==> config.mk <==
export PLATFORM = sky130hd
export DESIGN_NAME = fpga_soc_reset_sequencer
export DESIGN_NICKNAME = d
export VERILOG_FILES = /design/src/rtl/fpga_soc_reset_sequencer.sv
export SDC_FILE = /design/constraint.sdc
export NUM_CORES = 1
export LEC_CHECK = 0
export ABC_AREA = 1
export BUFFER_PORTS_ARGS = -buffer_cell sky130_fd_sc_hd__buf_2
export CORE_UTILIZATION = 54
export DETAILED_ROUTE_END_ITERATION = 6
export PLACE_DENSITY = 0.77
export SLEW_MARGIN = 40
export SYNTH_ARGS = -nofsm -noshare
export SYNTH_HDL_FRONTEND = slang
export SYNTH_SLANG_ARGS = --single-unit
==> constraint.sdc <==
create_clock -name clk_i -period 1.6 [get_ports clk_i]
set_clock_uncertainty 0.05 [all_clocks]
set_input_delay 0.4 -clock clk_i [delete_from_list [all_inputs] [get_ports clk_i]]
set_output_delay 0.4 -clock clk_i [all_outputs]
set_load 0.02 [all_outputs]
==> src/rtl/fpga_soc_reset_sequencer.sv <==
`default_nettype none
// ============================================================================
// Module   : fpga_soc_reset_sequencer
// Purpose  : Board reset/boot sequencer: syncs button and clock lock, holds the
//            SoC in reset, latches boot straps and captures the SoC exit status.
// Option   : FPGA_RST_DEBOUNCE_EN enables the reset-button debouncer.
// Revision : 1.0 - initial release
// ============================================================================
module fpga_soc_reset_sequencer #(
    parameter int HOLD_CYCLES          = 64,
    parameter int DEBOUNCE_CYCLES      = 65536,
    parameter int CLK_LED_COUNT_LENGTH = 27
) (
    input  logic       clk_i,
    input  logic       rst_ni,
    input  logic       btn_rst_i,
    input  logic       clk_locked_i,
    input  logic       boot_select_i,
    input  logic       execute_from_flash_i,
    input  logic       exit_valid_i,
    input  logic       exit_value_i,
    output logic       soc_rst_no,
    output logic       boot_select_o,
    output logic       execute_from_flash_o,
    output logic       exit_done_o,
    output logic       exit_ok_o,
    output logic [2:0] state_o,
    output logic       rst_led_o,
    output logic       clk_led_o
);

    typedef enum logic [2:0] {
        ST_RESET     = 3'd0,
        ST_WAIT_LOCK = 3'd1,
        ST_HOLD      = 3'd2,
        ST_RUN       = 3'd3,
        ST_DONE      = 3'd4
    } state_t;

    localparam logic [15:0] c_hold_last = 16'(HOLD_CYCLES - 1);

    // Out-of-range parameters leave this marker block in the elaborated hierarchy.
    if (HOLD_CYCLES < 2 || HOLD_CYCLES > 65535 ||
        DEBOUNCE_CYCLES < 2 || DEBOUNCE_CYCLES > 1048576) begin : g_param_out_of_range
    end

    state_t                          r_state;
    logic   [15:0]                   r_hold_cnt;
    logic                            r_soc_rst_n;
    logic                            r_boot_select;
    logic                            r_exec_flash;
    logic                            r_exit_done;
    logic                            r_exit_ok;
    logic   [CLK_LED_COUNT_LENGTH-1:0] r_blink_cnt;
    logic   [3:0]                    r_sync_meta;
    logic   [3:0]                    r_sync;
    logic                            w_btn_s;
    logic                            w_lock_s;
    logic                            w_boot_s;
    logic                            w_exec_s;
    logic                            w_btn_req;

    // Bit order: {execute_from_flash, boot_select, clk_locked, btn_rst}
    always_ff @(posedge clk_i or negedge rst_ni) begin
        if (!rst_ni) begin
            r_sync_meta <= 4'b0000;
            r_sync      <= 4'b0000;
        end else begin
            r_sync_meta <= {execute_from_flash_i, boot_select_i, clk_locked_i, btn_rst_i};
            r_sync      <= r_sync_meta;
        end
    end

    assign w_btn_s  = r_sync[0];
    assign w_lock_s = r_sync[1];
    assign w_boot_s = r_sync[2];
    assign w_exec_s = r_sync[3];

`ifdef FPGA_RST_DEBOUNCE_EN
    localparam logic [19:0] c_db_last = 20'(DEBOUNCE_CYCLES - 1);

    logic [19:0] r_db_cnt;
    logic        r_btn_req;

    always_ff @(posedge clk_i or negedge rst_ni) begin
        if (!rst_ni) begin
            r_db_cnt  <= 20'd0;
            r_btn_req <= 1'b0;
        end else if (w_btn_s == r_btn_req) begin
            r_db_cnt  <= 20'd0;
        end else if (r_db_cnt == c_db_last) begin
            r_btn_req <= w_btn_s;
            r_db_cnt  <= 20'd0;
        end else begin
            r_db_cnt  <= r_db_cnt + 20'd1;
        end
    end

    assign w_btn_req = r_btn_req;
`else
    assign w_btn_req = w_btn_s;
`endif

    always_ff @(posedge clk_i or negedge rst_ni) begin
        if (!rst_ni) begin
            r_state       <= ST_RESET;
            r_hold_cnt    <= 16'd0;
            r_soc_rst_n   <= 1'b0;
            r_boot_select <= 1'b0;
            r_exec_flash  <= 1'b0;
            r_exit_done   <= 1'b0;
            r_exit_ok     <= 1'b0;
        end else if (r_state != ST_RESET && (!w_lock_s || w_btn_req)) begin
            r_state     <= ST_WAIT_LOCK;
            r_soc_rst_n <= 1'b0;
        end else begin
            case (r_state)
                ST_RESET: begin
                    r_state     <= ST_WAIT_LOCK;
                    r_soc_rst_n <= 1'b0;
                end
                // Reaching here already implies lock present and no button request.
                ST_WAIT_LOCK: begin
                    r_state    <= ST_HOLD;
                    r_hold_cnt <= 16'd0;
                end
                ST_HOLD: begin
                    if (r_hold_cnt == c_hold_last) begin
                        r_boot_select <= w_boot_s;
                        r_exec_flash  <= w_exec_s;
                        r_exit_done   <= 1'b0;
                        r_exit_ok     <= 1'b0;
                        r_state       <= ST_RUN;
                        r_soc_rst_n   <= 1'b1;
                    end else begin
                        r_hold_cnt <= r_hold_cnt + 16'd1;
                    end
                end
                ST_RUN: begin
                    if (exit_valid_i) begin
                        r_exit_ok   <= ~exit_value_i;
                        r_exit_done <= 1'b1;
                        r_state     <= ST_DONE;
                    end
                end
                ST_DONE: ;
                default: begin
                    r_state     <= ST_RESET;
                    r_soc_rst_n <= 1'b0;
                end
            endcase
        end
    end

    always_ff @(posedge clk_i or negedge rst_ni) begin
        if (!rst_ni) begin
            r_blink_cnt <= '0;
        end else begin
            r_blink_cnt <= r_blink_cnt + CLK_LED_COUNT_LENGTH'(1);
        end
    end

    assign soc_rst_no           = r_soc_rst_n;
    assign boot_select_o        = r_boot_select;
    assign execute_from_flash_o = r_exec_flash;
    assign exit_done_o          = r_exit_done;
    assign exit_ok_o            = r_exit_ok;
    assign state_o              = r_state;
    assign rst_led_o            = r_soc_rst_n;
    assign clk_led_o            = r_blink_cnt[CLK_LED_COUNT_LENGTH-1];

endmodule
`default_nettype wire

# == Word-level counts from Yosys, hierarchy flattened ==
# Index checks and enable logic that the tools add are counted.
# word_totals
register_bits,59
in_bits,8
wordCells,53
# classes
bitwise_logic,2
n_addsub,2
eq_ne,12
reduce_logical,13
mux,14
# op_table
op,count
one-hot mux 16 bit (2 select lines),1
"adder 27 x 1 -> 27 bit, second input constant",1
"adder 16 x 1 -> 16 bit, second input constant",1
"== test 16 x 6 -> 1 bit, second input constant",1
two-way mux 16 bit,1
one-hot mux 3 bit (5 select lines),1
two-way mux 3 bit,3
AND reduction 3 bit,3
"inequality test 2 bit, second input constant",4
"== test 3 x 2 -> 1 bit, second input constant",2
"inequality test 3 bit, second input constant",2
one-hot mux 1 bit (2 select lines),3
two-way mux 1 bit,5
AND reduction 4 bit,1
nonzero test 2 bit,2
"== test 3 x 1 -> 1 bit, second input constant",1
"== test 3 bit, second input constant",1
logical NOT 3 bit,1
nonzero test 3 bit,1
OR reduction 3 bit,1
"inequality test 2 x 1 -> 1 bit, second input constant",1
inverter 1 bit,2
AND reduction 2 bit,1
logical AND 1 bit,1
other kinds (2),2

# == Longest topological paths before layout ==
# depth
depth_word,5
mapped_depth,10
ltp_nobuf,10

# == Worst setup path before layout ==
# Ideal clock, no wire load.
# synth_timing
kind,reg2reg
from,register r_hold_cnt[0]
to,register r_hold_cnt[15]
t_required_ns,1.476
path_stages_with_launch,9
path_slack_ns,0.100
setup_ns,0.074
arrival_ns,1.376
path_cell_list,dfrtp_1 ha_1 nand3_4 nor2_4 nand3_4 nand2_4 buf_8 nand2_1 o21ai_2
# synth_between
elab_chain_cells,3
elab_cells_between_ends,6
cone_classes,add/sub: 1; eq/ne: 2; mux: 2; reduce/logical: 1
# synth_rtl
item,line_no,text
start: declaration,48,logic [15:0] r_hold_cnt;
start signal: assignment,136,r_hold_cnt <= r_hold_cnt + 16'd1;
adder 16 x 1 -> 16 bit or == test 16 x 6 -> 1 bit (tied branches),"136, 128",
two-way mux 16 bit or inequality test 2 bit (tied branches),-,
one-hot mux 16 bit (2 select lines) or AND reduction 3 bit (tied branches),-,
# Several ways; a longest one is shown, not always the timed one. The select of a mux whose other input is x is not followed.
# A chain may end at the register's enable or synchronous reset.

# == Worst setup path in the final report ==
# layout_timing
from,register r_blink_cnt[1]
to,register r_blink_cnt[14]
# layout_between
elab_chain_cells,1
# layout_rtl
item,line_no,text
start: declaration,54,logic [CLK_LED_COUNT_LENGTH-1:0] r_blink_cnt;
start signal: assignment,159,r_blink_cnt <= r_blink_cnt + CLK_LED_COUNT_LENGTH'(1);
adder 27 x 1 -> 27 bit,159,
# No other way between the ends.

==> summary.txt <==
Outcome
  • Run status: finished clean

Floorplan
  • DIE HEIGHT: 77.3 microns
  • Initial Util: 55.9%
  • Core area: 5470 sq um
  • Horiz. Die Dim: 77.3 microns
  • Site Rows: 27
  • Die area: 5970 sq um
  • Ports: 18

Power
  • PD cells: 983 nW/um^2
  • Final Power: 3.56 mW
  • Worst vdd ir: 941 uV
  • Pleak: 1.75 nW

Critical path
  • Most used cell, CP: nand2_1
  • CP required: 1.76 ns
  • Critical Path Start: r_blink_cnt[1]
  • Cell chain of the critical path: ha_1 > nand2_1 > nor2_2 > nand2_2 > nor2_4 > nand2_1 > xnor2_1
  • Critical path's top delay family: simple AND/OR/NAND/NOR gates
  • Worst Setup EP: r_blink_cnt[14]
  • Setup CP Type: flip-flop to flip-flop
  • WP data arrival: 1.66 ns
  • R2R setup slack: 0.1 ns
  • CP max stage cell: dfrtp_1
  • Crit path buffers/inverters: 0
  • Worst r2r src: r_blink_cnt[1]
  • Critical-path maximum fanout: 4
  • R2R Path End: r_blink_cnt[14]
  • Worst Setup End Kind: flip-flop
  • Worst Reg2Reg Path Length in Cells: 7
  • Crit path launch type: flip-flop
  • Levels on crit path: 7
  • CP peak stage delay: 0.36 ns

Global route
  • Total track usage: 22.6%
  • Pin count of the biggest net entering global routing: 26
  • Vias in the first global route: 2428
  • Global route overflow: 0
  • Wire length of the first global-routing pass: 10.5 mm
  • Initial antenna violation count: 0

Cells and area
  • Layout cells sized above 1: 18.9%
  • Syn-to-layout area delta: 18.6%
  • Nets: 422
  • # fillers: 465
  • Sequential cell area: 1480 sq um
  • Diodes inserted: 0
  • Most common cell after layout, fill and taps aside: nand2_1
  • Final Core Density: 66.3%
  • Area of the multi-input gates: 1440 sq um
  • Most frequent cells in the layout: 111 x nand2_1, 58 x dfrtp_1, 42 x nor2_1, 37 x inv_1, 23 x nand3_1

Place
  • Port Buffers: 17
  • Hpwl dp: 4.36 mm
  • RePlAce Congestion: 0.932
  • Pre-CTS WS: -0.00144 ns

STA
  • Post-layout min period: 1.50 ns
  • Min setup slack post-route: 0.0988 ns
  • Headroom to the max-slew limit: 74.5%
  • Max frequency: 0.666 GHz
  • Final Hold Viols: 0
  • Max-slew violations: 0
  • Fin crit share: 93.8%
  • Final setup violation count: 0
  • Worst Tran Pin Value: 0.382 ns
  • Final setup TNS: 0 ns

Clock network
  • Worst-path clk slew: 0.06 ns
  • Worst skew pair latency: 0.34 ns
  • # H-tree levels: 3
  • Clock Path Buffers: 2
  • CTS buffer count: 9
  • Clock root buffer: clkbuf_8
  • Clock sink total: 59
  • CTS tree: done

Synthesis
  • EDFF count, synth: 0
  • Cells after Synth: 373
  • Syn nets: 383
  • Leading post-synthesis cells by cell area: dfrtp_1 48%, nand2_1 14%, xor2_1 6.0%, nor2_1 5.5%, inv_1 4.7%
  • Most used DFF post-synth: dfrtp_1
  • Avg Cell Area, Syn: 8.20 sq um
  • Yosys reg bits: 59
  • Synth unique cells: 25
  • Seq/Total Area, Yosys: 48.3%
  • Yosys warns: 0
  • Top cell type's share of synthesized area: 48.3%
  • Ys async rst share: 100%
  • Post-synth top area cell: dfrtp_1
  • Synth Cell Area: 3060 sq um

Route
  • DRC errors left: 0
  • Vias/cell: 5.11
  • DR pass1 iterations: 4
  • Initial DRC Count: 105
  • Drt total wl: 5.99 mm
  • Routed wire per std cell: 12.3 microns
  • Via count: 2498
  • ANT nets after route: 0

Run
  • Maximum capacitance violations: 0

Hold path
  • HP Class: input port to flip-flop
  • Worst hold start: boot_select_i
==> worst min path at each step <==
stage | endpoint | slack (ns) | cells past startpoint
floorplan | boot_select_o | 0.05 | 0
global placement | r_sync[3] | 0.28 | 0
detailed placement | r_hold_cnt[9] | 0.29 | 1
CTS | r_sync_meta[3] | 0.11 | 1
global route | r_sync_meta[0] | 0.10 | 1
finish | r_sync_meta[2] | 0.12 | 1
==> what timing repair did <==
action,4_1_cts,5_1_grt
hold endpoints to repair,12,0
pin swaps,0,4
gates resized for setup,2,11
endpoints found under the setup margin,2,27
hold buffers,1,0
buffers inserted,0,6
==> flip-flops by register name, summed over array words and instances (netlist names) <==
register and flops:
exit_done_o 1, exit_ok_o 1, r_sync 4, execute_from_flash_o 1, r_blink_cnt 27, r_sync_meta 4
r_hold_cnt 16, rst_led_o 1, state_o 3, boot_select_o 1
==> report_power, final <==
part           total, mW  leakage, nW  switching (mW)  internal (mW)
clock network       1.51        0.108           0.590          0.918
registers           1.59        0.783          0.0419           1.54
logic              0.471        0.861           0.289          0.182
==> cells in the mapped netlist (all sizes together) (5+ instances only) <==
cell type,instances
nand3,25
dfrtp,59
o21ai,20
xnor2,5
nor2,51
nand4,11
inv,38
xor2,21
nand2,118
nor3,9
==> cells by family after synthesis <==
kind of cell             after synthesis  synth area share (%)
flip-flops                            59                  48.3
buffers and inverters                 42                  6.06
AO/OA/AOI/OAI                         24                  4.99
XOR/XNOR                              26                  7.45
AND/OR/NAND/NOR                      220                  32.4
adder cells (fa/ha/maj)                2                 0.818
==> stage by stage <==
stage / hold WS, ns / cells / cell area, sq um
2_1_floorplan: 0.0544 / 373 / 3060
3_5_place_dp: 0.290 / 466 / 3300
6_report: 0.119 / 489 / 3630
3_3_place_gp: 0.281 / 466 / 3300
5_1_grt: 0.104 / 489 / 3630
4_1_cts: 0.107 / 483 / 3540
==> per-layer routing <==
| layer | GRT usage (%) | part of all wire [%] | vias up |
|---|---|---|---|
| met3 | 5.95 | 3.9 | 9 |
| met2 | 37.8 | 51 | 46 |
| met5 | 0 | 0 | - |
| li1 | - | - | 1260 |
| met1 | 27.9 | 44 | 1183 |
| met4 | 8.68 | 1.3 | 0 |
==> layout make-up <==
cell class              count  share of cell area [%]
clock buffers              10                    3.80
clock inverters             6                    2.45
inverters                  38                    3.93
multi-input cells         272                    39.7
flip-flops and latches     59                    40.8
well taps                  72                    2.48
repair buffers             32                    6.90
Note: power is estimated with default switching activity, not from simulation.
